--- src/rtl/uart_pkg.sv ---
// uart_pkg: state encodings and 8N1 frame constants shared by the uart_io files
package uart_pkg;
  localparam int   DATA_BITS = 8;
  localparam logic START_LVL = 1'b0;
  localparam logic STOP_LVL  = 1'b1;
  typedef enum logic [2:0] {T_IDLE, T_START, T_DATA, T_STOP, T_DONE} tx_state_t;
  typedef enum logic [1:0] {R_IDLE, R_START, R_DATA, R_STOP} rx_state_t;
  typedef enum logic [1:0] {Q_IDLE, Q_SEND, Q_RECV} req_state_t;
endpackage

--- src/rtl/uart_io_if.sv ---
// uart_io_if: request/response bundle between the core control FSM and uart_io
interface uart_io_if;
  logic       uart_go;
  logic       rors;
  logic [7:0] tx_data;
  logic       uart_done;
  logic [7:0] rx_data;
  modport master (output uart_go, rors, tx_data, input uart_done, rx_data);
  modport slave  (input uart_go, rors, tx_data, output uart_done, rx_data);
endinterface

--- src/rtl/uart_rxbuf.sv ---
// uart_rxbuf: receive byte buffer; circular FIFO when UART_RXFIFO_EN is defined, else a single holding register
module uart_rxbuf #(
  parameter int DEPTH_LOG2 = 4
) (
  input  logic       clk,
  input  logic       rstn,
  input  logic       push,
  input  logic       pop,
  input  logic [7:0] din,
  output logic [7:0] dout,
  output logic       full,
  output logic       empty
);
`ifdef UART_RXFIFO_EN
  localparam int DEPTH = 1 << DEPTH_LOG2;
  localparam int PW = DEPTH_LOG2 + 1;
  logic [7:0] mem_q [DEPTH];
  logic [PW-1:0] wp_q, wp_d, rp_q, rp_d;
  logic do_push;
  // extra pointer MSB tells full from empty; a pop frees the slot a same-cycle push needs
  always_comb begin
    empty = wp_q == rp_q;
    full = (wp_q[DEPTH_LOG2] != rp_q[DEPTH_LOG2]) && (wp_q[DEPTH_LOG2-1:0] == rp_q[DEPTH_LOG2-1:0]);
    do_push = push && (!full || pop);
    wp_d = wp_q + PW'(do_push);
    rp_d = rp_q + PW'(pop && !empty);
    dout = mem_q[rp_q[DEPTH_LOG2-1:0]];
  end
  // storage array, no reset needed since pointers gate every read
  always_ff @(posedge clk) begin
    if (do_push) mem_q[wp_q[DEPTH_LOG2-1:0]] <= din;
  end
  // pointer registers
  always_ff @(posedge clk or negedge rstn) begin
    if (!rstn) begin
      wp_q <= '0;
      rp_q <= '0;
    end else begin
      wp_q <= wp_d;
      rp_q <= rp_d;
    end
  end
`else
  logic       valid_q, valid_d;
  logic [7:0] data_q, data_d;
  // a push while holding is dropped unless the held byte leaves in the same cycle
  always_comb begin
    valid_d = push || (valid_q && !pop);
    data_d = (push && (!valid_q || pop)) ? din : data_q;
    full = valid_q;
    empty = !valid_q;
    dout = data_q;
  end
  // holding register with valid bit
  always_ff @(posedge clk or negedge rstn) begin
    if (!rstn) begin
      valid_q <= 1'b0;
      data_q <= '0;
    end else begin
      valid_q <= valid_d;
      data_q <= data_d;
    end
  end
`endif
endmodule

--- src/rtl/uart_io.sv ---
// uart_io: byte UART front end for sendb/recvb; define UART_RXFIFO_EN for a receive FIFO instead of a holding register
module uart_io
  import uart_pkg::*;
#(
  parameter int CLKS_PER_BIT = 868,
  parameter int RXFIFO_LOG2  = 4
) (
  input  logic     clk,
  input  logic     rstn,
  uart_io_if.slave bus,
  output logic     txd,
  input  logic     rxd,
  output logic     rx_overrun
);
  localparam int CW = $clog2(CLKS_PER_BIT);
  localparam logic [CW-1:0] BIT_LAST = CW'(CLKS_PER_BIT - 1);
  localparam logic [CW-1:0] HALF_LAST = CW'(CLKS_PER_BIT / 2 - 1);
  localparam logic [2:0] IDX_LAST = 3'(DATA_BITS - 1);
  tx_state_t  tx_q, tx_d;
  rx_state_t  rx_q, rx_d;
  req_state_t req_q, req_d;
  logic [CW-1:0] txc_q, txc_d, rxc_q, rxc_d;
  logic [2:0] txb_q, txb_d, rxb_q, rxb_d, sync_q, sync_d;
  logic [7:0] txsh_q, txsh_d, rxsh_q, rxsh_d, rx_data_q, rx_data_d, buf_dout;
  logic push_q, push_d, ovr_q, ovr_d;
  logic tx_start, tx_bit_end, pop, buf_full, buf_empty;
  uart_rxbuf #(.DEPTH_LOG2(RXFIFO_LOG2)) u_rxbuf (
    .clk  (clk),
    .rstn (rstn),
    .push (push_q),
    .pop  (pop),
    .din  (rxsh_q),
    .dout (buf_dout),
    .full (buf_full),
    .empty(buf_empty)
  );
  // request arbitration: one outstanding send or receive, completion pulse, received byte latch
  always_comb begin
    req_d = req_q;
    rx_data_d = rx_data_q;
    ovr_d = ovr_q || (push_q && buf_full && !pop);
    tx_start = req_q == Q_IDLE && bus.uart_go && bus.rors;
    pop = req_q == Q_RECV && !buf_empty;
    if (req_q == Q_IDLE && bus.uart_go) req_d = bus.rors ? Q_SEND : Q_RECV;
    if (req_q == Q_SEND && tx_q == T_DONE) req_d = Q_IDLE;
    if (pop) begin
      req_d = Q_IDLE;
      rx_data_d = buf_dout;
    end
    bus.uart_done = (req_q == Q_SEND && tx_q == T_DONE) || pop;
  end
  assign bus.rx_data = rx_data_q;
  assign rx_overrun = ovr_q;
  // transmit sequencer: start bit, LSB-first data, stop bit, then one done cycle
  always_comb begin
    tx_d = tx_q;
    txb_d = txb_q;
    txsh_d = txsh_q;
    tx_bit_end = txc_q == BIT_LAST;
    txc_d = (tx_q inside {T_START, T_DATA, T_STOP}) && !tx_bit_end ? txc_q + CW'(1) : '0;
    case (tx_q)
      T_IDLE: if (tx_start) begin
        tx_d = T_START;
        txsh_d = bus.tx_data;
      end
      T_START: if (tx_bit_end) begin
        tx_d = T_DATA;
        txb_d = '0;
      end
      T_DATA: if (tx_bit_end) begin
        txsh_d = txsh_q >> 1;
        txb_d = txb_q + 3'd1;
        if (txb_q == IDX_LAST) tx_d = T_STOP;
      end
      T_STOP: if (tx_bit_end) tx_d = T_DONE;
      default: tx_d = T_IDLE;
    endcase
    txd = tx_q == T_START ? START_LVL : tx_q == T_DATA ? txsh_q[0] : STOP_LVL;
  end
  // receive sequencer: sync[1] is the synchronized line, sync[2] its previous value for edge detection
  always_comb begin
    sync_d = {sync_q[1:0], rxd};
    rx_d = rx_q;
    rxb_d = rxb_q;
    rxsh_d = rxsh_q;
    push_d = 1'b0;
    rxc_d = rx_q == R_IDLE ? '0 : rxc_q + CW'(1);
    case (rx_q)
      R_IDLE: if (sync_q[2] && !sync_q[1]) rx_d = R_START;
      R_START: if (rxc_q == HALF_LAST) begin
        rx_d = sync_q[1] != START_LVL ? R_IDLE : R_DATA;
        rxc_d = '0;
        rxb_d = '0;
      end
      R_DATA: if (rxc_q == BIT_LAST) begin
        rxc_d = '0;
        rxsh_d = {sync_q[1], rxsh_q[7:1]};
        rxb_d = rxb_q + 3'd1;
        if (rxb_q == IDX_LAST) rx_d = R_STOP;
      end
      default: if (rxc_q == BIT_LAST) begin
        rx_d = R_IDLE;
        push_d = sync_q[1] == STOP_LVL;
      end
    endcase
  end
  // all state registers; reset aborts frames in flight without keeping partial bytes
  always_ff @(posedge clk or negedge rstn) begin
    if (!rstn) begin
      tx_q <= T_IDLE;
      txc_q <= '0;
      txb_q <= '0;
      txsh_q <= '0;
      sync_q <= '1;
      rx_q <= R_IDLE;
      rxc_q <= '0;
      rxb_q <= '0;
      rxsh_q <= '0;
      push_q <= 1'b0;
      req_q <= Q_IDLE;
      rx_data_q <= '0;
      ovr_q <= 1'b0;
    end else begin
      tx_q <= tx_d;
      txc_q <= txc_d;
      txb_q <= txb_d;
      txsh_q <= txsh_d;
      sync_q <= sync_d;
      rx_q <= rx_d;
      rxc_q <= rxc_d;
      rxb_q <= rxb_d;
      rxsh_q <= rxsh_d;
      push_q <= push_d;
      req_q <= req_d;
      rx_data_q <= rx_data_d;
      ovr_q <= ovr_d;
    end
  end
endmodule

--- src/flat_wrapper.sv ---
// flat-port wrapper written by rule: the top's interface ports become plain ports
module uart_io_flat import uart_pkg::*;
#(
  parameter int CLKS_PER_BIT = 868,
  parameter int RXFIFO_LOG2  = 4
)
  (clk, rstn, txd, rxd, rx_overrun, bus_uart_go, bus_rors, bus_tx_data, bus_uart_done, bus_rx_data);
  uart_io_if bus_i ();
  input  logic clk;
  input  logic rstn;
  output logic txd;
  input  logic rxd;
  output logic rx_overrun;
  input wire logic [$bits(bus_i.uart_go)-1:0] bus_uart_go;
  input wire logic [$bits(bus_i.rors)-1:0] bus_rors;
  input wire logic [$bits(bus_i.tx_data)-1:0] bus_tx_data;
  output wire logic [$bits(bus_i.uart_done)-1:0] bus_uart_done;
  output wire logic [$bits(bus_i.rx_data)-1:0] bus_rx_data;
  assign bus_i.uart_go = bus_uart_go;
  assign bus_i.rors = bus_rors;
  assign bus_i.tx_data = bus_tx_data;
  assign bus_uart_done = bus_i.uart_done;
  assign bus_rx_data = bus_i.rx_data;
  uart_io #(.CLKS_PER_BIT(CLKS_PER_BIT), .RXFIFO_LOG2(RXFIFO_LOG2)) u_core (.clk(clk), .rstn(rstn), .bus(bus_i), .txd(txd), .rxd(rxd), .rx_overrun(rx_overrun));
endmodule
--- config.mk ---
export PLATFORM = sky130hd
export DESIGN_NAME = uart_io_flat
export DESIGN_NICKNAME = d
export VERILOG_FILES = /design/src/rtl/uart_pkg.sv /design/src/rtl/uart_io_if.sv /design/src/rtl/uart_rxbuf.sv /design/src/rtl/uart_io.sv /design/src/flat_wrapper.sv
export SDC_FILE = /design/constraint.sdc
export NUM_CORES = 1
export LEC_CHECK = 0
export CORE_ASPECT_RATIO = 0.6
export CORE_UTILIZATION = 52
export DETAILED_ROUTE_END_ITERATION = 7
export HOLD_SLACK_MARGIN = 0.1
export PLACE_DENSITY_LB_ADDON = 0.2
export SYNTH_ARGS = -nofsm -noshare
export SYNTH_HDL_FRONTEND = slang
export SYNTH_SLANG_ARGS = --single-unit
--- constraint.sdc ---
create_clock -name clk -period 2.07 [get_ports clk]
set_clock_uncertainty 0.2 [all_clocks]
set_input_delay 0.207 -clock clk [delete_from_list [all_inputs] [get_ports clk]]
set_output_delay 0.207 -clock clk [all_outputs]
set_load 0.05 [all_outputs]
Word-level counts from Yosys, hierarchy flattened
Index checks and enable logic that the tools add are counted.
{"block": "classes", "addsub": 4, "n_mul": 0, "div_mod_pow": 0, "order_cmp": 0, "n_eq_ne": 22, "n_shift": 0, "n_mux": 35, "n_bitwise": 0, "n_reduce_logical": 34}
{"op": "10-bit two-way mux", "n": 4}
{"op": "3-bit two-way mux", "n": 9}
{"op": "10-bit by 1-bit adder with 10-bit output (second input constant)", "n": 2}
{"op": "10-bit equality test (second input constant)", "n": 2}
{"op": "2-bit two-way mux", "n": 10}
{"op": "10-bit one-hot mux with 2 select lines", "n": 1}
{"op": "8-bit two-way mux", "n": 2}
{"op": "8-bit one-hot mux with 2 select lines", "n": 1}
{"op": "2-bit by 1-bit != test with 1-bit output (second input constant)", "n": 7}
{"op": "3-bit one-hot mux with 2 select lines", "n": 2}
{"op": "3-bit one-hot mux with 4 select lines", "n": 1}
{"op": "10-bit by 9-bit equality test with 1-bit output (second input constant)", "n": 1}
{"op": "1-bit logical AND", "n": 10}
{"op": "5-bit AND reduction", "n": 2}
{"op": "3-bit equality test (second input constant)", "n": 3}
{"op": "3-bit AND reduction", "n": 3}
{"op": "3-bit nonzero test", "n": 3}
{"op": "3-bit by 1-bit adder with 3-bit output (second input constant)", "n": 2}
{"op": "3-bit by 2-bit equality test with 1-bit output (second input constant)", "n": 2}
{"op": "2-bit one-hot mux with 3 select lines", "n": 1}
{"op": "2-bit nonzero test", "n": 3}
{"op": "2-bit by 1-bit equality test with 1-bit output (second input constant)", "n": 2}
{"op": "2-bit equality test (second input constant)", "n": 2}
{"op": "1-bit zero test", "n": 4}
{"op": "8 further kinds", "n": 16}
{"block": "word_totals", "ff_bits": 71, "latchBits": 0, "ram_bits": 0, "rom_bits": 0, "in_bits": 13, "output_inout_bits": 11, "elab_cells": 110, "n_memories": 0}

Depth between registers and ports, before layout
Gate-level depths: netlist (run 1).
{"block": "logic_depth", "ltp_word": 5, "mapped_depth": 6, "ltp_nobuf": 6}

Hierarchy
From an unflattened synthesis (run 1), not the netlist that was laid out.
{"block": "unflattened", "cells_unflattened": 274, "hier_area_um2": 3370.7}
{"mod": "uart_io", "n_inst": 1, "cells_each": 253, "area_per_inst_um2": 2989.1, "seq_area_each_um2": 1555.2}
{"mod": "uart_rxbuf", "n_inst": 1, "cells_each": 21, "area_per_inst_um2": 381.6, "seq_area_each_um2": 225.2}

Worst setup path after synthesis (run 1)
No wires, ideal clock.
{"block": "synth_path", "kind": "register -> register", "startpoint": "register u_core.tx_q[1]", "endpoint": "register u_core.req_q[0]", "setup_ps": 185, "arrival_ps": 2052, "required_time_ps": 1685, "path_slack_ps": -367, "stages_incl_launch_ff": 6, "path_buffers": 1, "period_less_slack_ps": 2437, "cell_sequence": "dfrtp_1 -> buf_2 -> nor2_1 -> nand3_1 -> o21ai_0 -> nor2_1"}
{"block": "synth_between", "elab_chain_len": 4, "elab_cells_between_ends": 5, "cone_classes": "1 x eq/ne; 2 x mux; 2 x reduce/logical"}
{"item": "start: declaration", "line_no": "uart_io.sv:19", "rtl": "tx_state_t tx_q, tx_d;"}
{"item": "start signal: assignment", "line_no": "uart_io.sv:124", "rtl": "tx_q <= tx_d;"}
{"item": "3-bit equality test *", "line_no": "uart_io.sv:45", "rtl": "if (req_q == Q_SEND && tx_q == T_DONE) req_d = Q_IDLE;"}
{"item": "1-bit logical AND *", "line_no": "uart_io.sv:45"}
{"item": "2-bit two-way mux", "line_no": "uart_io.sv:45"}
{"item": "2-bit two-way mux", "line_no": "uart_io.sv:46", "rtl": "if (pop) begin"}
{"item": "end signal: assignment", "line_no": "uart_io.sv:134", "rtl": "req_q <= req_d;"}
{"item": "end: declaration", "line_no": "uart_io.sv:21", "rtl": "req_state_t req_q, req_d;"}
Every way passes the cells marked *; elsewhere a longest branch is shown, timed or not.
A chain may end at the register's enable or synchronous reset.

Worst setup path in the final report (run 1)
{"block": "layout_path", "startpoint": "register u_core.req_q[0]", "endpoint": "register u_core.txsh_q[4]"}
{"block": "layout_between", "elab_chain_len": 5}
{"item": "2-bit zero test", "line_no": "uart_io.sv:42", "rtl": "tx_start = req_q == Q_IDLE && bus.uart_go && bus.rors;"}
{"item": "1-bit logical AND (2 in a row)", "line_no": "uart_io.sv:42"}
{"item": "2-bit by 1-bit != test with 1-bit output (no source line)"}
{"item": "3-bit AND reduction (no source line)"}
{"item": "end signal: assignment", "line_no": "uart_io.sv:127", "rtl": "txsh_q <= txsh_d;"}
{"item": "end: declaration", "line_no": "uart_io.sv:24", "rtl": "logic [7:0] txsh_q, txsh_d, rxsh_q, rxsh_d, rx_data_q, rx_data_d, buf_dout;"}
Every way passes these cells.

==> impl_metrics.ini, run 1 <==
[logic_synthesis]
synthTopCellsByArea = dfrtp_1 51%, mux2_2 14%, ha_1 4.1%
synth-edff-count = 0
yosysTopAreaCell = dfrtp_1
syn_area_sq_mm = 0.00335
synthFlopType = dfrtp_1
synthTopCellsByCount = 68 x dfrtp_1, 41 x mux2_2, 28 x nor2_1, 11 x ha_1, 11 x nand2_1
async_flop_share = 1.00
avgSynthCellArea_sq_um = 12.2
synth_nets = 298
ys_seq_area_frac = 0.532
yosysTopAreaCellShare = 0.509
ys_types = 47
synth.most_common_cell = dfrtp_1
synth_seq_cells = 71
syn-instance-count = 274
synth_warnings = 0

[die]
initial_utilization = 0.543
die_h_microns = 64.1
rows = 22
die_area_sq_mm = 0.00677
die_w_microns = 106
ioPinCount = 24
core_sq_mm = 0.00617

[worst_setup_path]
critPathRequiredTime_ns = 2.11
crit_path_cell_trace = nor4bb_2, nand2b_1, a211oi_4, buf_6, mux2_2
slowest_delay_ns = 0.41
critical_path_class = reg -> reg
r2r_slack_ns = 0.003
arrival_ns = 2.11
r2r_cells = 5
r2r-end = u_core.txsh_q[4]$_DFFE_PN0P_
worstPathMaxFanout = 8
critPathSlowestCell = dfrtp_1
r2r-start = u_core.req_q[0]$_DFFE_PN0P_
cp-start-kind = flip-flop
crit_path_start = u_core.req_q[0]$_DFFE_PN0P_
critPathCapture = u_core.txsh_q[4]$_DFFE_PN0P_
end_kind = flip-flop

[sta]
rsz0062_at_grt = yes
max_freq_mhz = 484
slew_headroom = 0.649
setup_violations = 0
hold_viol = 0
slew_violations = 0
fin_crit_ns = 2.07
finalCritPeriodShare = 0.999
tightestPinTransition_ns = 0.525

[hold_path]
min_path_type = reg -> reg
min_from = u_core.sync_q[0]$_DFF_PN1_

[finish]
register_area_sq_mm = 0.00178
nFillCells = 477
diodes = 0
nets = 359
instances_no_fill = 424
multiInputGateArea_sq_mm = 0.00157
area_growth_pct = 25.2
layout-drive-gt1-share = 0.338
final_util = 0.680

[cts]
cts_tree = done
worstSkewPairLatency_ns = 0.35
clk_pin_slew_ns = 0.08
cts_buffers = 9
ctsLongestPathBuffers = 2
htreeDepth = 3
cts.sinks = 71
root_buffer = clkbuf_8

[detailed_routing]
post-route-drc-count = 0
firstDrtPassIters = 4
antenna_left = 0
vias = 2287
routed_via_density = 5.39
dr.first_iter.drc_count = 126
wl_microns = 6220
wl_per_cell_microns = 14.7

[grt]
gr-total-overflow = 0
grt_start_max_net_pins = 72
grt_first_pass_wirelength_microns = 10700
grtUsageMet2 = 0.289
use_met1 = 0.309
grt.total_usage = 0.209
top_usage_layer = met1
first_global_vias = 2212
antenna_found_initial = 0
gr-usage-met3 = 0.0694

[placed_design]
port-buffer-count = 23
dp_hpwl_microns = 4330
dp.cells = 405
place_congestion = 0.804

[power_and_ir_drop]
leakagePower_uw = 0.00192
power_density_mw_per_mm2 = 863
p_int_uw = 2500
swShare = 0.308
peakVddDrop_uv = 380
pwr-share-clk = 0.302
p_switching_uw = 1110
power_frac_comb = 0.249
p_seq_frac = 0.449

[run_status]
outcome = finished, final reports clean

[job]
cap_violations = 0
==> flip-flops by register name, indices dropped and copies added (netlist names) <==
register	count
u_core.rxsh_q	8
u_core.push_q	1
u_core.rx_q	2
u_core.u_rxbuf.full	1
u_core.txc_q	10
u_core.tx_q	3
u_core.txb_q	3
u_core.rxc_q	10
u_core.rx_overrun	1
u_core.txsh_q	8
u_core.u_rxbuf.dout	8
u_core.rxb_q	3
u_core.sync_q	3
u_core.req_q	2
u_core.bus.rx_data	8
==> stage by stage <==
step	setup TNS, ns	cell area, sq um	total power [uW]	hold WS (ns)	worst slack [ns]
2_1_floorplan	0	3350	2160	-0.289	0.0173
3_3_place_gp	-1.45	3900	2430	0.0605	-0.182
3_5_place_dp	-2.53	3900	2450	0.0589	-0.322
4_1_cts	0	4130	3550	0.158	0.0212
5_1_grt	-0.475	4190	3820	0.171	-0.0772
6_report	0	4190	3620	0.158	0.00252
==> critical path, delay by kind of cell (launching register included) <==
| family | cells | cell delay (ns) |
|---|---|---|
| flip-flops | 1 | 0.41 |
| buffers and inverters | 1 | 0.18 |
| AND/OR/NAND/NOR | 2 | 0.55 |
| AO/OA/AOI/OAI | 1 | 0.28 |
| multiplexers | 1 | 0.34 |
==> repair_timing <==
action	4_1_cts	5_1_grt
resized for setup	3	14
setup endpoints to repair	9	20
gates cloned	0	0
hold buffers	2	0
setup buffers	0	1
endpoints found under the hold margin	72	0
pin swaps	2	1
==> cells in the final DEF, fill, tap and decap left out, drive strengths merged, types with 3 or more instances in the layout <==
cell           netlist  routed
nand2               12      12
mux2                41      41
a22o                 3       3
buf                  1      34
a211oi               3       3
nand4                4       4
clkinv               0       3
inv                  9      10
nand3                9       9
ha                  11      11
dfstp                3       3
o21ai                7       7
dfrtp               68      68
and3                 4       4
clkbuf               5       9
clkdlybuf4s50        0      20
nor2                28      28
xor2                 6       6
nand2b               7       7
or2                  3       3
o31ai                5       5
nor3                 6       6
xnor2               10      10
==> cell type report <==
cell class	count	share of cell area
inverter	9	0.00806
timing repair buffer	56	0.120
tap	84	0.0251
sequential	71	0.425
clock inverter	7	0.0173
multi-input combinational	188	0.375
clock buffer	9	0.0296
==> routing by layer <==
layer,vias to the layer above,wire (microns)
met2,45,2560
met3,10,273
li1,1100,-
met5,-,0
met4,0,70
met1,1132,3320
==> power by group through the flow <==
stage                     clock network (uW)  logic [uW]  registers (uW)
after floorplan                            0         545            1620
after global placement                     0         795            1630
after detailed placement                   0         811            1640
after CTS                               1110         825            1610
after global routing                    1190         988            1650
final                                   1090         899            1630
==> kinds of logic after synthesis <==
| family | synth area share |
|---|---|
| AOI/OAI and AO/OA | 0.0793 |
| xor gates and xnor gates | 0.0419 |
| adders and majority gates | 0.0411 |
| buffers and inverters | 0.0172 |
| DFF | 0.532 |
| muxes | 0.141 |
| and+or+nand+nor | 0.147 |
==> worst min path at each step <==
stage / slack (ns) / cells past startpoint / endpoint
after floorplan: -0.29 / 0 / u_core.bus.rx_data[0]$_DFFE_PN0P_
after global placement: 0.06 / 2 / u_core.rxc_q[4]$_DFF_PN0_
after detailed placement: 0.06 / 2 / u_core.rxc_q[6]$_DFF_PN0_
after CTS: 0.16 / 0 / u_core.sync_q[1]$_DFF_PN1_
after global routing: 0.17 / 0 / u_core.sync_q[1]$_DFF_PN1_
final: 0.16 / 0 / u_core.sync_q[1]$_DFF_PN1_
Power figures use the tool's default switching activity.
==> run 2: changes to the inputs <==
--- a/config.mk
+++ b/config.mk
@@ -8,6 +8,7 @@
 export CORE_ASPECT_RATIO = 0.6
 export CORE_UTILIZATION = 52
 export DETAILED_ROUTE_END_ITERATION = 7
+export GPL_TIMING_DRIVEN = 0
 export HOLD_SLACK_MARGIN = 0.1
 export PLACE_DENSITY_LB_ADDON = 0.2
 export SYNTH_ARGS = -nofsm -noshare
==> run 2 against run 1 <==
Against the previous run: register-to-register slack barely moved; sequential power barely moved; clock-buffer cell count rose by 3; non-clock buffer count fell by 15; largest power group unchanged; critical path type unchanged; die area did not move; clock power rose by 16%; wire length rose by 1.4%; flip-flop and latch count did not move; via count fell by 2.9%; cell count fell by 3.5%; first-iteration DRC count fell by 11%.
==> impl_metrics.ini, run 2 (synthesis gave the netlist of run 1 again) <==
[run_status]
outcome = finished, final reports clean

[sta]
setup_violations = 0
hold_viol = 0
max_freq_mhz = 486
slew_violations = 0
rsz0062_at_grt = yes
fin_ws_ns = 0.0105
fin_crit_ns = 2.06
tightestPinTransition_ns = 0.877
whs_ns = 0.157
finalCritPeriodShare = 0.995
slew_headroom = 0.415

[detailed_routing]
vias = 2220
routed_via_density = 5.43
wl_microns = 6310
wl_per_cell_microns = 15.4
wl_met2_microns = 2590
antenna_left = 0
post-route-drc-count = 0
firstDrtPassIters = 5
routedLengthMet1_microns = 3290
dr.first_iter.drc_count = 112
met3RoutedLength_microns = 362
top_layer = met4

[finish]
nets = 344
diodes = 0
multiInputGateArea_sq_mm = 0.00163
top_regs = u_core.rxc_q: 10 flops, u_core.txc_q: 10 flops
area_growth_pct = 24.9
layout.cells.most_common = dfrtp_1
register_area_sq_mm = 0.00179
mostFrequentLayoutCells = 64 x dfrtp_1, 33 x mux2_2, 27 x nor2_1
nFillCells = 480
final_util = 0.678
layout-drive-gt1-share = 0.314

[die]
ioPinCount = 24
rows = 22
die_area_sq_mm = 0.00677
initial_utilization = 0.543
core_sq_mm = 0.00617
die_w_microns = 106
die_h_microns = 64.1

[power_and_ir_drop]
fin_total_pwr_uw = 3810
leakagePower_uw = 0.00189
peakVddDrop_uv = 551
power_density_mw_per_mm2 = 910

[worst_setup_path]
critPathSlowestCell = dfrtp_1
worstPathMaxFanout = 8
slowest_delay_ns = 0.42
critPathRequiredTime_ns = 2.10
r2r-start = u_core.txc_q[1]$_DFF_PN0_
critical_path_class = reg -> reg
cp-start-kind = flip-flop
path_delay_family = flip-flops
r2r-end = u_core.txsh_q[1]$_DFFE_PN0P_
r2r_cells = 6
cp_num_buf_inv = 1
end_kind = flip-flop
crit_path_cell_trace = ha_4, and4b_1, nand4_1, a211oi_4, buf_12, mux2_4
r2r_slack_ns = 0.01
arrival_ns = 2.09

[placed_design]
port-buffer-count = 23
place_congestion = 0.792
post-place-ws_ns = -0.467
dp_hpwl_microns = 4030

[job]
cap_violations = 0

[cts]
worstSkewPairLatency_ns = 0.35
ctsLongestPathBuffers = 2
cts_buffers = 9
clk_pin_slew_ns = 0.07
cts.sinks = 71
root_buffer = clkbuf_8
htreeDepth = 3
cts_tree = done

[grt]
antenna_found_initial = 0
grt.total_usage = 0.198
grt_first_pass_wirelength_microns = 9980
gr-total-overflow = 0
grt_start_max_net_pins = 72
first_global_vias = 2042

[hold_path]
min_from = u_core.sync_q[0]$_DFF_PN1_
min_path_type = reg -> reg
min_path_cells = 0
min_delay_worst_endpoint = u_core.sync_q[1]$_DFF_PN1_
==> run 2: cell types whose count changed in the layout (fill, tap and decap cells not counted), moves of 3 or more <==
cell,previous run,this run
dfrtp_2,1,4
buf_4,30,14
mux2_2,36,33
dfrtp_1,67,64
mux2_4,5,8
==> run 2: timing repair <==
item / CTS / global route
setup buffers: 8 / 5
gates resized for setup: 24 / 24
hold endpoints to repair: 69 / 0
hold buffers: 2 / 0
gates cloned: 0 / 0
setup endpoints to repair: 29 / 51
pin swaps: 4 / 7
==> run 2: worst max-delay path by stage <==
stage	end	from	cells past startpoint
after floorplan	u_core.txsh_q[0]$_DFFE_PN0P_	u_core.txc_q[0]$_DFF_PN0_	5
after global placement	u_core.txc_q[5]$_DFF_PN0_	rstn	1
after detailed placement	bus_uart_done	u_core.req_q[0]$_DFFE_PN0P_	3
after CTS	u_core.rxsh_q[5]$_DFFE_PN0P_	u_core.rxc_q[3]$_DFF_PN0_	4
after global routing	u_core.txsh_q[7]$_DFFE_PN0P_	u_core.txc_q[1]$_DFF_PN0_	6
final	u_core.txsh_q[1]$_DFFE_PN0P_	u_core.txc_q[1]$_DFF_PN0_	6
==> run 2: cell type report <==
type,instances,area share
clock buffers,12,0.0371
inverters,9,0.00808
flip-flops and latches,71,0.427
multi-input cells,188,0.390
plain buffers,3,0.00479
well taps,84,0.0251
repair buffers,38,0.0892
clock inverters,4,0.0186
==> run 2: metrics by stage <==
| stage | std cells | instance area, sq um | setup TNS, ns |
|---|---|---|---|
| CTS | 405 | 4060 | 0 |
| global route | 409 | 4180 | -0.491 |
| finish | 409 | 4180 | 0 |
| global placement | 381 | 3680 | -129.72 |
| detailed placement | 381 | 3680 | -5.22 |
| floorplan | 274 | 3350 | 0 |
==> run 2: metal layers <==
layer / global-route usage / vias to the layer above
li1: - / 1062
met1: 0.290 / 1101
met2: 0.262 / 51
met3: 0.0745 / 6
met4: 0.0799 / 0
met5: 0 / -
==> run 2: worst reg2reg max path: cells and delay by family (launching register included) <==
family	cells	cell delay, ns
AOI/OAI and AO/OA	1	0.32
and+or+nand+nor	2	0.38
buffers and inverters	1	0.18
adders and majority gates	1	0.16
muxes	1	0.30
DFF	1	0.42
==> run 2: power by group <==
part,total (uW),switching [uW],internal [uW]
combinational,893,450,443
sequential,1650,131,1520
clock,1260,514,749
total,3810,1090,2710
==> run 3: changes to the inputs <==
--- a/config.mk
+++ b/config.mk
@@ -5,12 +5,13 @@
 export SDC_FILE = /design/constraint.sdc
 export NUM_CORES = 1
 export LEC_CHECK = 0
+export CAP_MARGIN = 10
 export CORE_ASPECT_RATIO = 0.6
-export CORE_UTILIZATION = 52
+export CORE_UTILIZATION = 58
 export DETAILED_ROUTE_END_ITERATION = 7
 export GPL_TIMING_DRIVEN = 0
 export HOLD_SLACK_MARGIN = 0.1
-export PLACE_DENSITY_LB_ADDON = 0.2
+export PLACE_DENSITY = 0.79
 export SYNTH_ARGS = -nofsm -noshare
 export SYNTH_HDL_FRONTEND = slang
 export SYNTH_SLANG_ARGS = --single-unit
==> constraint.sdc (replaced) <==
create_clock -name clk -period 2.1 [get_ports clk]
set_clock_uncertainty 0.2 [all_clocks]
set_input_delay 0.21 -clock clk [delete_from_list [all_inputs] [get_ports clk]]
set_output_delay 0.21 -clock clk [all_outputs]
set_load 0.05 [all_outputs]
==> run 3 against run 2 <==
Against the previous run: the run now ends with negative setup slack left; die area down 10%; non-clock buffer count up 2; flip-flop and latch count unchanged; clock-buffer cell count down 1; sequential power down 3%; design area down 0.45%; via count up 4.3%; critical path type unchanged; critical endpoint is now u_core.txsh_q[6]$_DFFE_PN0P_; largest power group unchanged.
==> impl_metrics.ini, run 3 (synthesis gave the netlist of run 1 again) <==
[run_status]
outcome = finished with violations
violations = negative setup slack

[finish]
top_regs = u_core.rxc_q: 10 flops, u_core.txc_q: 10 flops
layout-drive-gt1-share = 0.312
instances_no_fill = 404
area_growth_pct = 24.4
mostFrequentLayoutCells = 66 x dfrtp_1, 33 x mux2_2, 27 x nor2_1
layout.cells.most_common = dfrtp_1
register_area_sq_mm = 0.00178
final_util = 0.784
nets = 346
multiInputGateArea_sq_mm = 0.00161
nFillCells = 332
diodes = 0

[worst_setup_path]
r2r_slack_ns = -0.001
end_kind = flip-flop
slowest_delay_ns = 0.37
critPathSlowestCell = dfrtp_1
arrival_ns = 2.15
cp-start-kind = flip-flop
worstPathMaxFanout = 8
path_delay_family = simple AND/OR/NAND/NOR gates
cp_num_buf_inv = 1
r2r-end = u_core.txsh_q[6]$_DFFE_PN0P_
r2r-start = u_core.txc_q[1]$_DFF_PN0_
crit_path_cell_trace = ha_2, and4b_1, nand4_1, a211oi_4, buf_12, mux2_4
critPathRequiredTime_ns = 2.14
critical_path_class = reg -> reg
r2r_cells = 6

[power_and_ir_drop]
power_density_mw_per_mm2 = 901
pwr-share-clk = 0.327
peakVddDrop_uv = 632
p_seq_frac = 0.427
power_frac_comb = 0.246
p_switching_uw = 1110
leakagePower_uw = 0.00190
swShare = 0.296
p_int_uw = 2640

[sta]
fin_ws_ns = -0.00148
setup_violations = 1
hold_viol = 0
max_freq_mhz = 476
rsz0062_at_grt = yes
tightestPinTransition_ns = 0.864
whs_ns = 0.160
finalCritPeriodShare = 1.00
slew_headroom = 0.424
slew_violations = 0
fin_crit_ns = 2.10

[hold_path]
min_path_type = reg -> reg
min_delay_worst_endpoint = u_core.sync_q[1]$_DFF_PN1_
min_path_cells = 0
min_from = u_core.sync_q[0]$_DFF_PN1_

[cts]
cts_tree = done
clk_pin_slew_ns = 0.07
root_buffer = clkbuf_8
worstSkewPairLatency_ns = 0.36
cts.sinks = 71
htreeDepth = 3
ctsLongestPathBuffers = 2
cts_buffers = 9

[die]
rows = 20
die_area_sq_mm = 0.00609
core_sq_mm = 0.00531
initial_utilization = 0.631
ioPinCount = 24
die_w_microns = 100
die_h_microns = 60.8

[placed_design]
dp_hpwl_microns = 4120
port-buffer-count = 23
post-place-ws_ns = -0.424
place_congestion = 0.786
dp.cells = 374

[detailed_routing]
vias = 2316
firstDrtPassIters = 5
dr.first_iter.drc_count = 182
post-route-drc-count = 0
wl_microns = 6870
antenna_left = 0
routed_via_density = 5.73
wl_per_cell_microns = 17.0

[grt]
grt.total_usage = 0.252
grt_start_max_net_pins = 72
grt_first_pass_wirelength_microns = 11000
gr-total-overflow = 0
antenna_found_initial = 0
first_global_vias = 2173

[job]
cap_violations = 0
==> run 3: cell count changes in the layout (fill, tap and decap cells not counted), moves of 2 or more <==
cell | before | now
dfrtp_1 | 64 | 66
dfrtp_2 | 4 | 2
buf_2 | 0 | 2
ha_2 | 0 | 2
ha_4 | 2 | 0
==> run 3: per-stage QoR <==
step | power, uW | setup TNS [ns] | cell area, sq um
6_report | 3750 | -0.00148 | 4160
5_1_grt | 3940 | -0.480 | 4160
4_1_cts | 3650 | 0 | 4010
3_5_place_dp | 2320 | -5.46 | 3670
3_3_place_gp | 2290 | -122.14 | 3670
2_1_floorplan | 2130 | 0 | 3350
==> run 3: metal layers <==
layer	vias to the layer above	track usage	wire length (microns)
li1	1072	-	-
met1	1175	0.363	3350
met5	-	0	0
met2	62	0.365	3010
met4	0	0.0621	59
met3	7	0.0968	444
==> run 3: how the worst max path moves through the flow <==
stage                           startpoint                                end  slack, ns  cells after the start
6_report         u_core.txc_q[1]$_DFF_PN0_       u_core.txsh_q[6]$_DFFE_PN0P_     -0.001                      6
5_1_grt         u_core.tx_q[1]$_DFFE_PN0P_                      bus_uart_done      -0.07                      5
4_1_cts          u_core.txc_q[0]$_DFF_PN0_       u_core.txsh_q[6]$_DFFE_PN0P_      0.003                      6
3_5_place_dp   u_core.req_q[0]$_DFFE_PN0P_                      bus_uart_done      -0.42                      3
3_3_place_gp                          rstn  u_core.bus.rx_data[7]$_DFFE_PN0P_      -1.69                      1
2_1_floorplan    u_core.txc_q[0]$_DFF_PN0_       u_core.txsh_q[0]$_DFFE_PN0P_       0.05                      5
==> run 3: final cells by class <==
| type | count | area share |
|---|---|---|
| sequential | 71 | 0.428 |
| inverter | 9 | 0.00812 |
| buffer | 3 | 0.00421 |
| tap | 77 | 0.0232 |
| timing repair buffer | 40 | 0.0962 |
| multi-input combinational | 188 | 0.386 |
| clock inverter | 5 | 0.0195 |
| clock buffer | 11 | 0.0340 |
==> run 3: worst register-to-register path, stage by stage (launching register included) <==
cell and delay, ns:
dfrtp_1 0.37, ha_2 0.20, and4b_1 0.25, nand4_1 0.16, a211oi_4 0.32, buf_12 0.18, mux2_4 0.30
==> run 3: timing repair <==
item,CTS,global route
setup buffers,6,9
endpoints found under the hold margin,69,0
resized for setup,19,25
endpoints found under the setup margin,28,49
pin swaps,3,8
hold buffers,2,0
==> run 3: power by group through the flow <==
stage / logic (uW) / clock network (uW) / registers (uW)
2_1_floorplan: 537 / 0 / 1600
3_3_place_gp: 676 / 0 / 1620
3_5_place_dp: 700 / 0 / 1620
4_1_cts: 809 / 1240 / 1600
5_1_grt: 1010 / 1310 / 1620
6_report: 923 / 1220 / 1600
==> patch 1, RTL diff (config.mk and constraints of run 1) <==
The 4 states of `rx_state_t` get a one-hot encoding in 4 bits.
--- a/src/rtl/uart_pkg.sv
+++ b/src/rtl/uart_pkg.sv
@@ -4,7 +4,7 @@
   localparam logic START_LVL = 1'b0;
   localparam logic STOP_LVL  = 1'b1;
   typedef enum logic [2:0] {T_IDLE, T_START, T_DATA, T_STOP, T_DONE} tx_state_t;
-  typedef enum logic [1:0] {R_IDLE, R_START, R_DATA, R_STOP} rx_state_t;
+  typedef enum logic [3:0] {R_IDLE = 4'b0001, R_START = 4'b0010, R_DATA = 4'b0100, R_STOP = 4'b1000} rx_state_t;
   typedef enum logic [1:0] {Q_IDLE, Q_SEND, Q_RECV} req_state_t;
 endpackage
 
Check against the original RTL: same outputs for any inputs over 10 cycles, from zero or initial values and one cycle with rstn low; not proved beyond that.
==> patch 1 against run 1 <==
- routed wire length increased by 0.53%
- count of clock-buffer cells in the layout increased by 2
- via count decreased by 0.44%
- sequential cell count increased by 2
- synthesized area decreased by 2.0%
- setup slack improved by 0.034 ns
- final area decreased by 1.7%
- critical path type unchanged
- highest routed layer unchanged
Power is not compared: it rests on default switching activity, and its combinational part moved more than twofold at a synthesized area within 25%.
==> patch 1: results (changes against run 1) <==
- The critical path ends at u_core.rx_q[2]$_DFFE_PN0P_.
- Vias after detailed routing: 2277 (-0.44%)
* Post-Route WL: 6250 microns (+0.53%)
* Global-route wire length before repair: 10800 microns (+1.4%)
- Final weighted congestion of routability-driven global placement: 0.793 (-1.3%)
* Nonclk inv count: 4 (-5)
- Seq/Total Area, Yosys: 0.559 (+0.0266)
- Cell type of the slowest stage on the worst timing path: sky130_fd_sc_hd__or4b_4
* Largest net degree at the start of global routing: 74 (+2.8%)
- The met2 routing resource usage after global routing was 0.288 (-0.00139).
- Largest incremental delay on the critical path: 0.54 ns (+0.13 ns)
* M1 GR Usage: 0.313 (+0.00430)
- The layout multi-input combinational cell count came to 203 (+8.0%).
* Leading cell types by total area after synthesis: sky130_fd_sc_hd__dfrtp_1, sky130_fd_sc_hd__mux2_2, sky130_fd_sc_hd__nor2_1
* Total non-filler cell area in the finished layout: 4120 sq um (-1.7%)
* Post-route worst hold slack: 0.158 ns (-0.000588 ns)
- Clock tree cell share of total cell area: 0.0471 (+0.000190)
* Ranking of synthesized cells by instance count: sky130_fd_sc_hd__dfrtp_1, sky130_fd_sc_hd__nor2_1, sky130_fd_sc_hd__nand2_1, sky130_fd_sc_hd__mux2_2, sky130_fd_sc_hd__nand3_1
- The sequential share of cell area was 0.445 (+0.0200).
- The detailed router's first-iteration violation count was 199 (+58%).
- Via count of the first global-routing pass: 2243 (+1.4%)
- The largest fanout on the critical path came to 6 (-2).
- The non-clock buffer total of the final layout was 57 (+1.8%).
* Post-placement cell count: 404 (-0.25%)
* Routed length on met2: 2490 microns (-2.6%)
- The post-detailed-placement half-perimeter wirelength is 4110 microns (-5.0%).
- Met3 Use GR: 0.0890 (+0.0196)
- The die area came to 6640 sq um (-2.0%).
- The flow ran to the end, and the final reports show no timing, DRC or antenna violations.
- Post-layout net count: 368 (+2.5%)
- Total routed wire length on the met1 layer: 3360 microns (+1.2%)
* Adder-cell area share of the yosys netlist: 0.0267 (-0.0144)
* Final non-clock buffer share: 0.123 (+0.00295)
* Final cell count without fillers: 432 (+1.9%)
- The multiplexer share of the synthesized area was 0.0931 (-0.0479).
* Count of clock tree sinks: 73 (+2.8%)
- Beginning of the critical path: u_core.rx_q[3]$_DFFE_PN0P_
- Transition time of the tightest slew-check pin: 0.553 ns (+0.0279 ns)
==> patch 1: cell count changes after synthesis, sizes merged, moves of 4 or more <==
| cell | run 1 | this run |
|---|---|---|
| a21oi | 2 | 7 |
| a22o | 3 | 8 |
| ha | 11 | 7 |
| inv | 9 | 4 |
| mux2 | 41 | 20 |
| mux2i | 1 | 8 |
| nand2 | 12 | 35 |
| nor2 | 28 | 38 |
| nor3 | 6 | 1 |
| o31ai | 5 | 1 |
==> patch 1: worst max-delay path, delay by kind of cell (launching register included) <==
| family | cells | cell delay (ns) |
|---|---|---|
| simple gates | 1 | 0.54 |
| flops | 1 | 0.46 |
| compound gates | 3 | 0.40 |
| mux | 1 | 0.32 |
==> patch 1: what timing repair did <==
item,in CTS,in global routing
pin swaps,1,7
gates cloned,0,0
endpoints found under the setup margin,14,38
setup buffers,2,9
hold buffers,2,0
resized for setup,1,19
endpoints found under the hold margin,74,0
==> patch 2, RTL diff (flow settings as in run 1) <==
Made on the original files. Add a define of `UART_RXFIFO_EN`.
--- a/src/rtl/uart_rxbuf.sv
+++ b/src/rtl/uart_rxbuf.sv
@@ -1,4 +1,6 @@
 // uart_rxbuf: receive byte buffer; circular FIFO when UART_RXFIFO_EN is defined, else a single holding register
+`define UART_RXFIFO_EN
+
 module uart_rxbuf #(
   parameter int DEPTH_LOG2 = 4
 ) (
Formal check against the unedited RTL: no difference found for any inputs over 10 cycles, from zero or initial values and one cycle with rstn low; that may be too few to reach the edited logic, so the function may still have changed.
==> patch 2 against run 1 <==
- the flow now finishes with violations (DRC, setup timing)
- setup slack got worse by 0.14 ns
- non-clock buffer count increased by 30
- final area increased by 150%
- synthesized area increased by 150%
- sequential cell count increased by 129
- routed wire length increased to 2.8 times the old value
- power increased by 140%
==> patch 2: results (changes against run 1) <==
* Total routed wire length on the met1 layer: 8830 microns (+170%)
- The buffer count from post-CTS setup fixing is 16 (+16).
- Routed length on met2: 8000 microns (+210%)
- Number of H-tree branching levels: 4 (+1)
- Post-route worst setup slack: -0.137 ns (-0.139 ns)
- The cell count of the worst reg-to-reg path is 7 (+2).
- The checks that failed: DRC, setup timing.
- The worst register-to-register path ends at u_core.u_rxbuf.mem_q[0][3]$_DFFE_PP_.
- The total number of vias was 4731 (+110%).
- The instance count after placement with tap cells included came to 779 (+92%).
- Starting DRT DRC Count: 444 (+250%)
* Leading cell types by total area after synthesis: sky130_fd_sc_hd__edfxtp_1, sky130_fd_sc_hd__dfrtp_1, sky130_fd_sc_hd__mux4_2
- The critical path data arrival time is 2.14 ns (+0.03 ns).
* Result of the run: finished, violations left
- Remaining DRCs: 10 (+10)
* Placed instance area: 9140 sq um (+130%)
* Worst slack at placement: -0.274 ns (+0.0481 ns)
- The via count of the first global-routing pass is 4882 (+120%).
- The area of the multi-input gates came to 2880 sq um (+83%).
* Clock input transition at the sequential cells of the worst setup and hold paths: 0.07 ns
- In this run the worst hold path is classified as in2async.
* Transition time of the tightest slew-check pin: 0.714 ns (+0.189 ns)
- Post-cts resize count: 77 (+74)
* Seq/Total Area, Yosys: 0.676 (+0.144)
- Final count of negative-setup-slack endpoints: 130 (+130)
* Met3 wire len: 739 microns (+170%)
- The number of inserted filler cells in the final layout is 1028 (+120%).
* Post-layout net count: 648 (+81%)
- The clock insertion delay at the later pin of the skew report came to 0.43 ns (+0.08 ns).
- Launch instance of the worst register-to-register path: u_core.u_rxbuf.rp_q[0]$_DFF_PN0_
- Total Negative Setup Slacks: -7.44 ns (-7.44 ns)
- The post-detailed-placement half-perimeter wirelength is 11200 microns (+160%).
- IR drop worst, VDD: 564 uV (+48%)
- Routed wirelength normalized by instance count: 21.2 microns (+45%)
- The average cell area after synthesis was 15.6 sq um (+28%).
- The first-pass iteration count of the detailed router came to 7 (+3).
- Cell type of the slowest stage on the worst timing path: sky130_fd_sc_hd__dfrtp_2
- Global routing usage summed across all routing layers: 0.231 (+0.0219)
- Counting instances in the post-synthesis netlist gives the leading cell types as sky130_fd_sc_hd__edfxtp_1, sky130_fd_sc_hd__dfrtp_1, sky130_fd_sc_hd__nor2_1, sky130_fd_sc_hd__nand2_1, sky130_fd_sc_hd__mux4_2.
- Largest net degree at the start of global routing: 44 (-39%)
* Largest incremental delay on the critical path: 0.45 ns (+0.04 ns)
- Post-Route WL: 17700 microns (+180%)
## patch 2: layout make-up
type | count | area share
clock buffer | 20 | 0.0458
clock inverter | 12 | 0.00972
inverter | 13 | 0.00468
multi-input combinational | 302 | 0.276
sequential | 200 | 0.542
tap | 203 | 0.0244
timing repair buffer | 86 | 0.0971
## patch 2: logic make-up (layout without fill, tap and decap cells)
logic type,after synthesis,in the layout,synth area share
compound gates,52,52,0.0401
simple gates,144,144,0.0877
buf+inv,33,131,0.0189
flops,200,200,0.676
xor+xnor,28,28,0.0293
fa+ha+maj,15,15,0.0225
mux,63,63,0.126
## patch 2: power by group
part | switching (mW) | total (mW) | internal (mW) | leakage, nW
logic | 0.531 | 1.00 | 0.469 | 1.33
registers | 0.141 | 4.50 | 4.36 | 1.85
clock network | 1.51 | 3.22 | 1.72 | 0.294
## patch 2: metal layers
metal,GRT usage,up-vias
li1,-,2191
met1,0.348,2437
met2,0.353,89
met3,0.0453,14
met4,0.0510,0
met5,0,-
